[config.mk]
export PLATFORM = sky130hd
export DESIGN_NAME = vertical_motion_ctrl_flat
export DESIGN_NICKNAME = d
export VERILOG_FILES = /design/src/rtl/game_pkg.sv /design/src/rtl/vertical_motion_ctrl_if.sv /design/src/rtl/rest_point_finder.sv /design/src/rtl/vertical_motion_ctrl.sv /design/src/flat_wrapper.sv
export SDC_FILE = /design/constraint.sdc
export NUM_CORES = 1
export LEC_CHECK = 0
export BUFFER_PORTS_ARGS = -buffer_cell sky130_fd_sc_hd__buf_4
export CELL_PAD_IN_SITES_DETAIL_PLACEMENT = 1
export CELL_PAD_IN_SITES_GLOBAL_PLACEMENT = 2
export CORE_ASPECT_RATIO = 1.25
export CORE_MARGIN = 4
export CORE_UTILIZATION = 36
export CTS_BUF_LIST = sky130_fd_sc_hd__clkbuf_4
export CTS_CLUSTER_SIZE = 8
export DETAILED_ROUTE_END_ITERATION = 12
export PLACE_DENSITY = 0.81
export REMOVE_ABC_BUFFERS = 1
export SLEW_MARGIN = 0
export SYNTH_ARGS = -nofsm -noshare
export SYNTH_HDL_FRONTEND = slang
export SYNTH_SLANG_ARGS = --single-unit
[constraint.sdc]
create_clock -name clk -period 4.9 [get_ports clk]
set_input_delay 0.98 -clock clk [delete_from_list [all_inputs] [get_ports clk]]
set_output_delay 0.98 -clock clk [all_outputs]
set_load 0.1 [all_outputs]
[src/rtl/game_pkg.sv]
// rtl/game_pkg.sv - shared constants and state encoding for the gravity-flip motion logic
package game_pkg;
    localparam int HEIGHT_W   = 9;
    localparam int H_INT_W    = 10;
    localparam int REST_D0    = 120;
    localparam int REST_D1    = 240;
    localparam int REST_U1    = 180;
    localparam int REST_U2    = 300;
    localparam int LINE_PITCH = 60;

    typedef enum logic [1:0] {
        ST_AIR    = 2'd0,
        ST_GROUND = 2'd1,
        ST_DEAD   = 2'd2
    } state_t;
endpackage

[src/rtl/vertical_motion_ctrl_if.sv]
// rtl/vertical_motion_ctrl_if.sv - frame/direction/line inputs and position/status outputs of the motion block
interface vertical_motion_ctrl_if;
    logic                          frame_tick;
    logic                          dir;
    logic [2:0]                    lines;
    logic [game_pkg::HEIGHT_W-1:0] height;
    logic                          grounded;
    logic                          is_dead;
    logic                          respawn;

    modport master (
        output frame_tick, dir, lines,
        input  height, grounded, is_dead, respawn
    );

    modport slave (
        input  frame_tick, dir, lines,
        output height, grounded, is_dead, respawn
    );
endinterface

[src/rtl/rest_point_finder.sv]
// rtl/rest_point_finder.sv - nearest enabled surface in the gravity direction at or beyond the current height
module rest_point_finder
    import game_pkg::*;
(
    input  logic                dir,
    input  logic [2:0]          lines,
    input  logic [HEIGHT_W-1:0] height,
    output logic [HEIGHT_W-1:0] rest,
    output logic                rest_valid
);
    always_comb begin
        rest       = '0;
        rest_valid = 1'b0;
        if (!dir) begin
            // Falling down: the highest surface not above us catches us first.
            if (lines[1] && height >= HEIGHT_W'(REST_D1)) begin
                rest       = HEIGHT_W'(REST_D1);
                rest_valid = 1'b1;
            end else if (lines[0] && height >= HEIGHT_W'(REST_D0)) begin
                rest       = HEIGHT_W'(REST_D0);
                rest_valid = 1'b1;
            end
        end else begin
            if (lines[1] && height <= HEIGHT_W'(REST_U1)) begin
                rest       = HEIGHT_W'(REST_U1);
                rest_valid = 1'b1;
            end else if (lines[2] && height <= HEIGHT_W'(REST_U2)) begin
                rest       = HEIGHT_W'(REST_U2);
                rest_valid = 1'b1;
            end
        end
    end
endmodule

[src/rtl/vertical_motion_ctrl.sv]
// rtl/vertical_motion_ctrl.sv - per-frame vertical motion, surface snapping, death and respawn sequencing
module vertical_motion_ctrl
    import game_pkg::*;
#(
    parameter int STEP          = 4,
    parameter int START_H       = 120,
    parameter int H_MIN         = 0,
    parameter int H_MAX         = 420,
    parameter int RESPAWN_TICKS = 60
) (
    input  logic                   clk,
    input  logic                   reset,
    vertical_motion_ctrl_if.slave  bus
);
    localparam int TIMER_W = (RESPAWN_TICKS > 1) ? $clog2(RESPAWN_TICKS) : 1;
    localparam logic [TIMER_W-1:0]         TIMER_INIT = TIMER_W'(RESPAWN_TICKS - 1);
    localparam logic [HEIGHT_W-1:0]        START_V    = HEIGHT_W'(START_H);
    localparam logic signed [H_INT_W-1:0]  STEP_S     = H_INT_W'(STEP);
    localparam logic signed [H_INT_W-1:0]  HMIN_S     = H_INT_W'(H_MIN);
    localparam logic signed [H_INT_W-1:0]  HMAX_S     = H_INT_W'(H_MAX);

    if ((LINE_PITCH % STEP) != 0) begin : g_step_check
        $error("STEP must divide LINE_PITCH");
    end

    state_t                      state_q, state_d;
    logic [HEIGHT_W-1:0]         h_q, h_d;
    logic [TIMER_W-1:0]          timer_q, timer_d;
    logic                        respawn_q, respawn_d;
    logic [HEIGHT_W-1:0]         rest;
    logic                        rest_valid;
    logic signed [H_INT_W-1:0]   h_s, rest_s, step_h;
    logic                        clamped, at_rest;

    rest_point_finder u_rest (
        .dir        (bus.dir),
        .lines      (bus.lines),
        .height     (h_q),
        .rest       (rest),
        .rest_valid (rest_valid)
    );

    // Candidate one-step move, snapped onto the rest point if it would be crossed.
    always_comb begin
        h_s     = signed'({1'b0, h_q});
        rest_s  = signed'({1'b0, rest});
        at_rest = rest_valid && (h_s == rest_s);
        step_h  = bus.dir ? (h_s + STEP_S) : (h_s - STEP_S);
        clamped = 1'b0;
        if (rest_valid && ((!bus.dir && step_h < rest_s) || (bus.dir && step_h > rest_s))) begin
            step_h  = rest_s;
            clamped = 1'b1;
        end
    end

    always_ff @(posedge clk) begin
        if (!reset) begin
            state_q   <= ST_AIR;
            h_q       <= START_V;
            timer_q   <= '0;
            respawn_q <= 1'b0;
        end else begin
            state_q   <= state_d;
            h_q       <= h_d;
            timer_q   <= timer_d;
            respawn_q <= respawn_d;
        end
    end

    always_comb begin
        state_d   = state_q;
        h_d       = h_q;
        timer_d   = timer_q;
        respawn_d = 1'b0;
        if (bus.frame_tick) begin
            case (state_q)
                ST_AIR, ST_GROUND: begin
                    if (at_rest) begin
                        state_d = ST_GROUND;
                    end else begin
                        state_d = ST_AIR;
                        h_d     = step_h[HEIGHT_W-1:0];
                        // A snap onto a surface always beats an out-of-bounds death.
                        if (!clamped && !bus.dir && step_h <= HMIN_S) begin
                            h_d     = HMIN_S[HEIGHT_W-1:0];
                            state_d = ST_DEAD;
                            timer_d = TIMER_INIT;
                        end else if (!clamped && bus.dir && step_h >= HMAX_S) begin
                            h_d     = HMAX_S[HEIGHT_W-1:0];
                            state_d = ST_DEAD;
                            timer_d = TIMER_INIT;
                        end
                    end
                end
                ST_DEAD: begin
                    if (timer_q == '0) begin
                        state_d   = ST_AIR;
                        h_d       = START_V;
                        respawn_d = 1'b1;
                    end else begin
                        timer_d = timer_q - 1'b1;
                    end
                end
                default: state_d = ST_AIR;
            endcase
        end
    end

    always_comb begin
        bus.height   = h_q;
        bus.grounded = (state_q == ST_GROUND);
        bus.is_dead  = (state_q == ST_DEAD);
        bus.respawn  = respawn_q;
    end
endmodule
[src/flat_wrapper.sv]
// flat-port wrapper written by rule: the top's interface ports become plain ports
module vertical_motion_ctrl_flat import game_pkg::*;
#(
    parameter int STEP          = 4,
    parameter int START_H       = 120,
    parameter int H_MIN         = 0,
    parameter int H_MAX         = 420,
    parameter int RESPAWN_TICKS = 60
)
  (clk, reset, bus_frame_tick, bus_dir, bus_lines, bus_height, bus_grounded, bus_is_dead, bus_respawn);
  vertical_motion_ctrl_if bus_i ();
  input  logic clk;
  input  logic reset;
  input wire logic [$bits(bus_i.frame_tick)-1:0] bus_frame_tick;
  input wire logic [$bits(bus_i.dir)-1:0] bus_dir;
  input wire logic [$bits(bus_i.lines)-1:0] bus_lines;
  output wire logic [$bits(bus_i.height)-1:0] bus_height;
  output wire logic [$bits(bus_i.grounded)-1:0] bus_grounded;
  output wire logic [$bits(bus_i.is_dead)-1:0] bus_is_dead;
  output wire logic [$bits(bus_i.respawn)-1:0] bus_respawn;
  assign bus_i.frame_tick = bus_frame_tick;
  assign bus_i.dir = bus_dir;
  assign bus_i.lines = bus_lines;
  assign bus_height = bus_i.height;
  assign bus_grounded = bus_i.grounded;
  assign bus_is_dead = bus_i.is_dead;
  assign bus_respawn = bus_i.respawn;
  vertical_motion_ctrl #(.STEP(STEP), .START_H(START_H), .H_MIN(H_MIN), .H_MAX(H_MAX), .RESPAWN_TICKS(RESPAWN_TICKS)) u_core (.clk(clk), .reset(reset), .bus(bus_i));
endmodule
======== Yosys cells after proc, flatten, opt, wreduce, memory -nomap -nowiden ========
Cells that the tools add are included.
cells by class
  multiplexer cells ....................... 29
  bitwise gates (word level) .............. 0
  $add $sub $neg .......................... 3
  reduce and logical (&&, ||, !) cells .... 23
  equality and inequality tests ........... 7
  div/mod/pow operators ................... 0
  multipliers ............................. 0
  shift-type cells ........................ 0
  $lt $le $gt $ge ......................... 8
operators by type and width
  operator                                                                           number
  9-bit two-way mux                                                                  7
  6-bit two-way mux                                                                  4
  10-bit two-way mux                                                                 2
  9-bit case mux with 2 select lines                                                 1
  1-bit logical AND                                                                  12
  6-bit case mux with 2 select lines                                                 1
  9-bit by 3-bit adder with 10-bit output, second input constant                     1
  10-bit >= comparator, second input constant                                        1
  10-bit greater-than comparator                                                     1
  10-bit by 1-bit less-or-equal comparator with 1-bit output, second input constant  1
  10-bit < comparator                                                                1
  9-bit by 3-bit subtractor with 10-bit output, second input constant                1
  9-bit equality test                                                                1
  9-bit by 7-bit >= comparator with 1-bit output, second input constant              1
  9-bit by 8-bit >= comparator with 1-bit output, second input constant              1
  9-bit by 8-bit less-or-equal comparator with 1-bit output, second input constant   1
  9-bit less-or-equal comparator, second input constant                              1
  2-bit two-way mux                                                                  4
  8-bit two-way mux                                                                  1
  1-bit two-way mux                                                                  7
  7-bit two-way mux                                                                  1
  6-bit logical NOT                                                                  1
  6-bit by 1-bit subtractor with 6-bit output, second input constant                 1
  5-bit AND reduction                                                                1
  other kinds (14)                                                                   16
word-level totals
  memories kept ........................... 0
  bits of input ports ..................... 7
  flip-flop bits (word level) ............. 18
  word-level logic and storage cells ...... 74
  bits in read-only memories .............. 0
  bits in writable memories ............... 0
  bits in latches ......................... 0

======== Longest topological paths before layout ========
Gate-level depths: netlist of run 1.
  word-level depth ........................ 17
  mapped depth ............................ 16
  gate-level depth less buffers ........... 14

======== Cells and area by module ========
A second synthesis of run 1 with hierarchy kept.
unflattened totals
  cells, all modules ...................... 249
  area, all modules ....................... 1934.4 um^2
by module, submodules not included
  module                instances  seq. area each (um^2)  area an instance (um^2)  cells an instance
  vertical_motion_ctrl  1          360.3                  1740.4                   223
  rest_point_finder     1          0.0                    193.9                    26

======== Worst setup path before layout of run 1 ========
No wires, ideal clock.
  path kind ............................... flip-flop to flip-flop
  start ................................... register u_core.h_q[2], in the netlist u_core.bus.height[2]
  end ..................................... register u_core.h_q[7], in the netlist u_core.bus.height[7]
  arrival ................................. 4.224 ns
  path buffers ............................ 0
  required time ........................... 4.775 ns
  library setup time ...................... 0.125 ns
  setup slack ............................. 0.551 ns
  cell stages (with the launch flop) ...... 15
  path through ............................ dfxtp_1 inv_1 fa_1 nand2b_1 a2111o_1 o311ai_1 ha_1 a21oi_1 o21ai_0 nor2_1 a31oi_1 a311o_1 nor2_1 mux2i_1 o22ai_1
between the ends
  cells in the longest elaborated chain, start to end .. 17
  elaborated cells on any way between the ends .. 44
  those cells by class .................... add/sub (2); order compare (8); eq/ne (2); mux (17); reduce/logical (15)
RTL lines
  item                                                          RTL line                    RTL
  start, declared                                               vertical_motion_ctrl.sv:27  logic [HEIGHT_W-1:0] h_q, h_d;
  start signal, assigned                                        vertical_motion_ctrl.sv:59  h_q <= START_V;
  start signal, assigned                                        vertical_motion_ctrl.sv:64  h_q <= h_d;
  branches (longest 17 deep; another with 10-bit < comparator)  n/a
Several ways; the timed one is not identified. The select of a mux whose other input is x is not followed.
A chain may end at the register's enable or synchronous reset.

======== Worst setup path after layout of run 1 ========
  start ................................... input bus_dir
  end ..................................... register u_core.timer_q[2]
between the ends
  cells in the longest elaborated chain, start to end .. 12
  elaborated cells on any way between the ends .. 27
  those cells by class .................... order compare (4); eq/ne (3); mux (8); reduce/logical (12)
RTL lines
  item                                                          RTL line                    RTL
  start, declared                                               flat_wrapper.sv:15          input wire logic [$bits(bus_i.dir)-1:0] bus_dir;
  branches (longest 12 deep; another with 10-bit < comparator)  n/a
  end signal, assigned                                          vertical_motion_ctrl.sv:65  timer_q <= timer_d;
  end, declared                                                 vertical_motion_ctrl.sv:28  logic [TIMER_W-1:0] timer_q, timer_d;
Several ways; the timed one is not identified. The select of a mux whose other input is x is not followed.

==> results of run 1 <==
-- per-layer routing --
layer / global-route usage, % / part of all wire, % / up-vias
met5: 0 / 0 / -
met4: 5.98 / 1.7 / 0
met3: 0.693 / 1.4 / 9
met2: 40.3 / 55 / 16
met1: 23.0 / 42 / 944
li1: - / - / 961
-- cells in the mapped netlist (all sizes together) (3+ instances only) --
| master | count |
|---|---|
| a211oi | 6 |
| a21o | 4 |
| a21oi | 16 |
| a2bb2oi | 4 |
| a311oi | 3 |
| a31oi | 3 |
| and3 | 5 |
| buf | 5 |
| dfxtp | 18 |
| ha | 14 |
| inv | 17 |
| mux2i | 4 |
| nand2 | 12 |
| nand2b | 5 |
| nand3 | 13 |
| nand4 | 3 |
| nor2 | 21 |
| nor2b | 5 |
| nor3 | 12 |
| nor4 | 6 |
| o211ai | 4 |
| o21ai | 14 |
| o22ai | 3 |
| o31ai | 3 |
| o32ai | 3 |
| xnor2 | 6 |
-- cell usage in the layout, fill, tap and decap left out, drive strengths merged, types with 5 or more instances in the layout --
cell type	count
buf	26
nor2	21
dfxtp	18
inv	17
a21oi	16
ha	14
o21ai	14
nand3	13
nand2	12
nor3	12
xnor2	6
nor4	6
a211oi	6
nor2b	5
nand2b	5
and3	5
-- cells by family after synthesis --
logic type                 synth area share (%)
and+or+nand+nor                            27.1
AOI/OAI and AO/OA                          30.5
buffers and inverters                      5.72
DFF                                        19.8
adders and majority gates                  10.7
xor gates and xnor gates                   3.86
muxes                                      2.20
-- worst paths after layout --
check	start	slack, ns	end
setup / recovery	bus_dir	0.64	u_core.timer_q[2]$_SDFFE_PN0P_
hold / removal	u_core.bus.height[1]$_SDFFE_PN0P_	0.50	u_core.bus.height[1]$_SDFFE_PN0P_
setup reg to reg	u_core.bus.height[2]$_SDFFE_PN0P_	0.77	u_core.timer_q[2]$_SDFFE_PN0P_
hold reg to reg	u_core.bus.height[1]$_SDFFE_PN0P_	0.50	u_core.bus.height[1]$_SDFFE_PN0P_
-- worst max-delay path: cells and delay by family --
kind                     cells  cell delay [ns]
AND/OR/NAND/NOR              4             0.84
buffers and inverters        2             0.27
AO/OA/AOI/OAI                7             1.62
adder cells (fa/ha/maj)      2             0.78
-- area by class of cell --
class / count / area share (%)
Clock buffer: 3 / 1.08
Inverter: 18 / 3.25
Clock inverter: 1 / 0.181
Sequential cell: 18 / 17.3
Timing Repair Buffer: 26 / 9.40
Multi-Input combinational cell: 197 / 65.1
Tap cell: 60 / 3.61
-- sequential cells by signal (all words and copies together), names as in the netlist --
signal              count
u_core.bus.height       9
u_core.timer_q          6
u_core.state_q          2
u_core.bus.respawn      1
-- metrics by stage --
step	util (%)	worst slack (ns)	instances	hold WS [ns]	instance area (µm²)
after floorplan	-	0.551	233	0.461	1780
after global placement	42.7	0.397	319	0.469	2050
after detailed placement	42.7	0.329	319	0.484	2050
after CTS	43.3	0.632	323	0.502	2080
after global routing	43.3	0.268	323	0.542	2080
final	43.3	0.636	323	0.497	2080
==> metrics.yaml, run 1 <==
cts_buffer_depth: 2
syn_area_mm2: 0.00182
whs_path_depth: 2
multi_input_area_mm2: 0.00135
grt_usage_pct: 20.3
ant_nets: 0
rsz0062_at_grt: "false"
cpMostUsedCell: "buf_4"
overflow: 0
timing.final.max_slew_violations: 0
finalCritPeriodShare_pct: 87.0
synth_cell_type_count: 56
min_period_ns: 4.26
path_cells: "buf_4 > buf_4 > fa_1 > nand2b_1 > a2111o_1 > o311ai_1 > ha_1 > a21oi_1 > o21ai_0 > nor2_1 > a31oi_1 > a311o_1 > o22ai_1 > or2_1 > and3_1"
areaGrowthSynthToFinish_pct: 14.3
start_kind: "input pin"
worstSetupPathType: "input pin to flop"
regArea_um2: 360
hold_path.class: "flop to flop"
avgSynthCellArea_um2: 7.63
cp_max_fo: 10
slowest_stage: "fa_1"
layout-drive-gt1-share_pct: 13.7
rr_worst_depth: 14
die_h_um: 87.4
core_mm2: 0.00480
io_buffers: 18
clock_tree.root_cell: "clkbuf_4"
die-area_mm2: 0.00625
required_ns: 5.14
drv_cap: 0
routed_via_density: 5.98
slew_headroom_pct: 59.0
dp_hpwl_mm: 4.95
grt_pass1_vias: 2007
diodes: 0
holdBufCountCts: 0
vias: 1930
cts_resized: 0
ios: 19
ctsHtreeMaxLevel: 1
drt-initial-drc-count: 73
clock.fmax_mhz: 235
outcome: "finished clean"
routedWlPerCell_um: 18.9
final_nets: 286
cts.clk_slew.worst_paths_ns: 0.10
grt_pass1_wl_mm: 10.1
fillCellCount: 610
postCtsSetupBuffers: 0
cp-end-kind: "flop"
ys_seq_area_share_pct: 19.8
cts_tree: "done"
clock_skew_ns: 0.00894
grt_start_max_net_pins: 13
drt-total-wl_mm: 6.10
cts_buffers: 3
ys_ff_latch: 18
drt-pass1-iter-count: 4
start_util_pct: 37.9
die_w_um: 71.5
antenna_found_initial: 0
synth_area_leader_cell: "dfxtp_1"
synthCells: 238
synthTopCellsByArea: "dfxtp_1 20%, ha_1 9.6%, a21oi_1 4.4%"
core.rowCount: 28
setup_viol: 0
cp_data_arrival_time_ns: 4.50
tightest_slew_ns: 0.613
finalHoldViolCount: 0
postSynth.asyncResetShare_pct: 0
max_stage_delay_ns: 0.44
synth_warnings: 0
cts.sinks: 18
drc: 0
gp_congestion: 0.885
synth_edf_count: 0
clk_latency_ns: 0.30
tns_ns: 0
yosysTopAreaCellShare_pct: 19.8
synthFlopType: "dfxtp_1"
Power of run 1 is not shown: default switching activity piles up to over one toggle a cycle in this logic, so the estimate is an artifact.
==> run 2, diff against run 1 <==
--- a/config.mk
+++ b/config.mk
@@ -15,6 +15,7 @@
 export CTS_CLUSTER_SIZE = 8
 export DETAILED_ROUTE_END_ITERATION = 12
 export PLACE_DENSITY = 0.81
+export RECOVER_POWER = 50
 export REMOVE_ABC_BUFFERS = 1
 export SLEW_MARGIN = 0
 export SYNTH_ARGS = -nofsm -noshare
==> metrics.yaml, run 2 (synthesis gave the netlist of run 1 again) <==
outcome: "finished clean"
die-area_mm2: 0.00625
fin_cells: 323
clock.fmax_mhz: 231
regArea_um2: 360
core.rowCount: 28
routedWlPerCell_um: 18.8
start_util_pct: 37.9
finalHoldViolCount: 0
cts_tree: "done"
tns_ns: 0
cp_top_family: "compound AO/OA/AOI/OAI gates"
layout_commonest_cell: "nor2_1"
placed_cells: 319
ios: 19
die_w_um: 71.5
die_h_um: 87.4
antenna_found_initial: 0
layout-drive-gt1-share_pct: 8.37
grtUsageMet1_pct: 23.0
crit_buf_inv: 3
final.setup.worst_slack_ns: 0.579
multi_input_area_mm2: 0.00135
drt-pass1-iter-count: 4
vias: 1941
fillCellCount: 615
min_period_ns: 4.32
drt-total-wl_mm: 6.08
cts.sinks: 18
timing.final.max_slew_violations: 0
core_mm2: 0.00480
drv_cap: 0
whs_ns: 0.496
setup_viol: 0
cp_max_fo: 8
slowest_stage: "a221oi_1"
clock_skew_ns: 0.00894
hold_path.class: "flop to flop"
grt_pass1_wl_mm: 10.1
largest_reg_flops: 9
slew_headroom_pct: 22.3
holdBufCountCts: 0
ctsHtreeMaxLevel: 1
max_stage_delay_ns: 0.37
required_ns: 5.14
grt_start_max_net_pins: 13
grt_pass1_vias: 2007
cts_buffers: 3
path_cells: "buf_4 > clkinv_1 > clkbuf_1 > ha_1 > a21o_1 > a221oi_1 > xnor2_1 > ha_1 > nand4_1 > a31oi_1 > o32ai_1 > nor3_1 > nor4_1 > o22ai_1 > or2_1 > and3_1"
gp_congestion: 0.885
final_cell_mix: "21 x nor2_1, 18 x dfxtp_1, 17 x inv_1"
cts.clk_slew.worst_paths_ns: 0.10
top_usage_layer: "met2"
cts_buffer_depth: 2
cp-end-kind: "flop"
tightest_slew_ns: 1.17
io_buffers: 18
met2_usage_pct: 40.3
drc: 0
largestRegisters: "u_core.bus.height x9, u_core.timer_q x6, u_core.state_q x2"
rsz0062_at_grt: "false"
clock_tree.root_cell: "clkbuf_4"
dp_hpwl_mm: 4.95
areaGrowthSynthToFinish_pct: 11.3
cts_resized: 0
postCtsSetupBuffers: 0
post-place-ws_ns: 0.329
grt_usage_pct: 20.3
cp_data_arrival_time_ns: 4.56
diodes: 0
final_nets: 286
overflow: 0
use_met3_pct: 0.693
start_kind: "input pin"
ant_nets: 0
worstSetupPathType: "input pin to flop"
regMostFlops: "u_core.bus.height"
cpMostUsedCell: "ha_1"
clk_latency_ns: 0.30
finalCritPeriodShare_pct: 88.2
routed_via_density: 6.01
drt-initial-drc-count: 63
[run 2: path summary, 6_finish.rpt]
check                               startpoint                                 to  slack, ns  cells after the start
max                                    bus_dir     u_core.timer_q[2]$_SDFFE_PN0P_       0.58                     16
max reg2reg  u_core.bus.height[2]$_SDFFE_PN0P_     u_core.timer_q[2]$_SDFFE_PN0P_       0.77                     14
min reg2reg  u_core.bus.height[1]$_SDFFE_PN0P_  u_core.bus.height[1]$_SDFFE_PN0P_       0.50                      2
min          u_core.bus.height[1]$_SDFFE_PN0P_  u_core.bus.height[1]$_SDFFE_PN0P_       0.50                      2
[run 2: area by class of cell]
cell class                 instances  area share, %
tap                               60           3.71
clock buffer                       3           1.11
inverter                          18           3.34
timing repair buffer              26           7.24
multi-input combinational        197           66.6
sequential                        18           17.8
clock inverter                     1          0.186
[run 2: worst min-delay path: cells and delay by family (launching register included)]
kind	cells	cell delay [ns]
DFF	1	0.36
and+or+nand+nor	2	0.10
[run 2: per-layer routing]
layer | vias up | part of all wire [%]
met1 | 944 | 42
met5 | - | 0
met4 | 0 | 1.7
li1 | 964 | -
met3 | 9 | 1.8
met2 | 24 | 55
[run 2: stage by stage]
step / util (%) / cell area, µm²
6_report: 42.1 / 2020
5_1_grt: 42.1 / 2020
4_1_cts: 43.3 / 2080
3_5_place_dp: 42.7 / 2050
3_3_place_gp: 42.7 / 2050
2_1_floorplan: - / 1780
Power of run 2 is left out for the same reason.
==> run 3, diff against run 2 <==
--- a/config.mk
+++ b/config.mk
@@ -10,11 +10,11 @@
 export CELL_PAD_IN_SITES_GLOBAL_PLACEMENT = 2
 export CORE_ASPECT_RATIO = 1.25
 export CORE_MARGIN = 4
-export CORE_UTILIZATION = 36
+export CORE_UTILIZATION = 32
 export CTS_BUF_LIST = sky130_fd_sc_hd__clkbuf_4
 export CTS_CLUSTER_SIZE = 8
 export DETAILED_ROUTE_END_ITERATION = 12
-export PLACE_DENSITY = 0.81
+export PLACE_DENSITY = 0.76
 export RECOVER_POWER = 50
 export REMOVE_ABC_BUFFERS = 1
 export SLEW_MARGIN = 0
==> constraint.sdc (replaced) <==
create_clock -name clk -period 3.9 [get_ports clk]
set_input_delay 0.78 -clock clk [delete_from_list [all_inputs] [get_ports clk]]
set_output_delay 0.78 -clock clk [all_outputs]
set_load 0.1 [all_outputs]
==> metrics.yaml, run 3 (synthesis gave the netlist of run 1 again) <==
finalCritPeriodShare_pct: 97.0
die_w_um: 75.4
io_buffers: 18
clock_tree.root_cell: "clkbuf_4"
core.rowCount: 30
setup_viol: 0
post-place-ws_ns: -0.526
grt_pass1_vias: 2220
cp_data_arrival_time_ns: 3.98
grt_usage_pct: 19.9
regArea_um2: 363
cts.clk_slew.worst_paths_ns: 0.11
start_kind: "input pin"
m1WireLength_mm: 2.69
multi_input_area_mm2: 0.00154
required_ns: 4.09
placed_cells: 353
largest_reg_flops: 9
routedWlPerCell_um: 18.2
whs_path_depth: 2
clk_latency_ns: 0.29
rrSetupSlack_ns: 0.26
worstHoldEndpoint: "u_core.bus.height[1]$_SDFFE_PN0P_"
drt-pass1-iter-count: 6
routed.top_layer: "met4"
overflow: 0
drt-total-wl_mm: 6.55
final_nets: 318
drt-initial-drc-count: 67
layout_commonest_cell: "buf_4"
rsz0062_at_grt: "true"
drv_cap: 0
min_from: "u_core.bus.height[1]$_SDFFE_PN0P_"
start_util_pct: 33.2
layout-drive-gt1-share_pct: 29.2
clock.fmax_mhz: 264
tightest_slew_ns: 1.17
core_mm2: 0.00548
areaGrowthSynthToFinish_pct: 36.3
clock_skew_ns: 0.0118
slew_headroom_pct: 22.4
antenna_found_initial: 0
rr_worst_depth: 15
slowest_stage: "a2111o_1"
vias: 2060
dp_hpwl_mm: 5.40
path_cells: "buf_4 > buf_6 > fa_2 > nand2b_4 > a2111o_1 > o311ai_4 > ha_4 > a21oi_2 > o21ai_2 > nor2_2 > a31oi_2 > a311o_1 > nor2_2 > buf_6 > mux2i_4 > o22ai_1"
timing.final.max_slew_violations: 0
final_cell_mix: "44 x buf_4, 19 x nor2_1, 17 x inv_1"
diodes: 0
ant_nets: 0
dr_wl_met2_mm: 3.72
cts_buffers: 3
fin_cells: 359
ios: 19
cp_top_family: "compound AO/OA/AOI/OAI gates"
outcome: "finished clean"
drc: 0
cts_tree: "done"
hold_path.class: "flop to flop"
cts.sinks: 18
startpoint: "bus_dir"
regMostFlops: "u_core.bus.height"
die-area_mm2: 0.00695
routed-wl-met3_um: 95
cts_buffer_depth: 2
ctsHtreeMaxLevel: 1
fillCellCount: 696
tns_ns: 0
utilization_pct: 45.2
cp-end-kind: "flop"
gp_congestion: 0.928
final.setup.worst_slack_ns: 0.118
crit-reg2reg-launch: "u_core.bus.height[5]$_SDFFE_PN1P_"
max_stage_delay_ns: 0.45
grt_start_max_net_pins: 13
cp_max_fo: 10
die_h_um: 92.2
reg2reg_to: "u_core.bus.height[8]$_SDFFE_PN0P_"
finalHoldViolCount: 0
largestRegisters: "u_core.bus.height x9, u_core.timer_q x6, u_core.state_q x2"
routed_via_density: 5.74
min_period_ns: 3.78
grt_pass1_wl_mm: 10.9
worstSetupPathType: "input pin to flop"
crit_buf_inv: 3
-- run 3: final cells by class --
cell class | instances | area share (%)
multi-input combinational | 197 | 62.1
timing repair buffer | 58 | 16.1
sequential | 18 | 14.7
tap | 64 | 3.23
inverter | 18 | 2.88
clock buffer | 3 | 0.910
clock inverter | 1 | 0.152
-- run 3: layer usage --
metal	vias up	GRT usage, %
met1	1019	23.3
met3	4	0.439
li1	1025	-
met5	-	0
met4	0	4.23
met2	12	38.2
-- run 3: timing repair --
action / in CTS / in global routing
gates resized for setup: 9 / 30
pin swaps: 4 / 18
hold buffers: 0 / 0
setup buffers: 0 / 2
setup endpoints to repair: 16 / 16
-- run 3: metrics by stage --
stage          hold slack [ns]  area, µm²
2_1_floorplan            0.461       1780
3_3_place_gp             0.478       2280
3_5_place_dp             0.487       2280
4_1_cts                  0.500       2340
5_1_grt                  0.541       2480
6_report                 0.498       2480
-- run 3: worst register-to-register path, stage by stage (launching register included) --
cell      delay [ns]
dfxtp_1         0.57
o31ai_1         0.14
a21oi_1         0.36
a211o_1         0.28
inv_1           0.06
nor2_1          0.30
ha_1            0.31
nand2b_1        0.12
a211oi_2        0.08
nor2_2          0.16
a31oi_2         0.14
a311o_1         0.42
nor2_2          0.15
buf_6           0.14
mux2i_4         0.23
o22ai_1         0.08
-- run 3: worst max path at each step --
stage | end | cells after the start
floorplan | u_core.bus.height[7]$_SDFFE_PN0P_ | 14
global placement | u_core.bus.height[8]$_SDFFE_PN0P_ | 16
detailed placement | u_core.bus.height[8]$_SDFFE_PN0P_ | 16
CTS | u_core.bus.height[5]$_SDFFE_PN1P_ | 16
global route | u_core.bus.height[8]$_SDFFE_PN0P_ | 16
finish | u_core.bus.height[8]$_SDFFE_PN0P_ | 16
Power of run 3 is left out for the same reason.
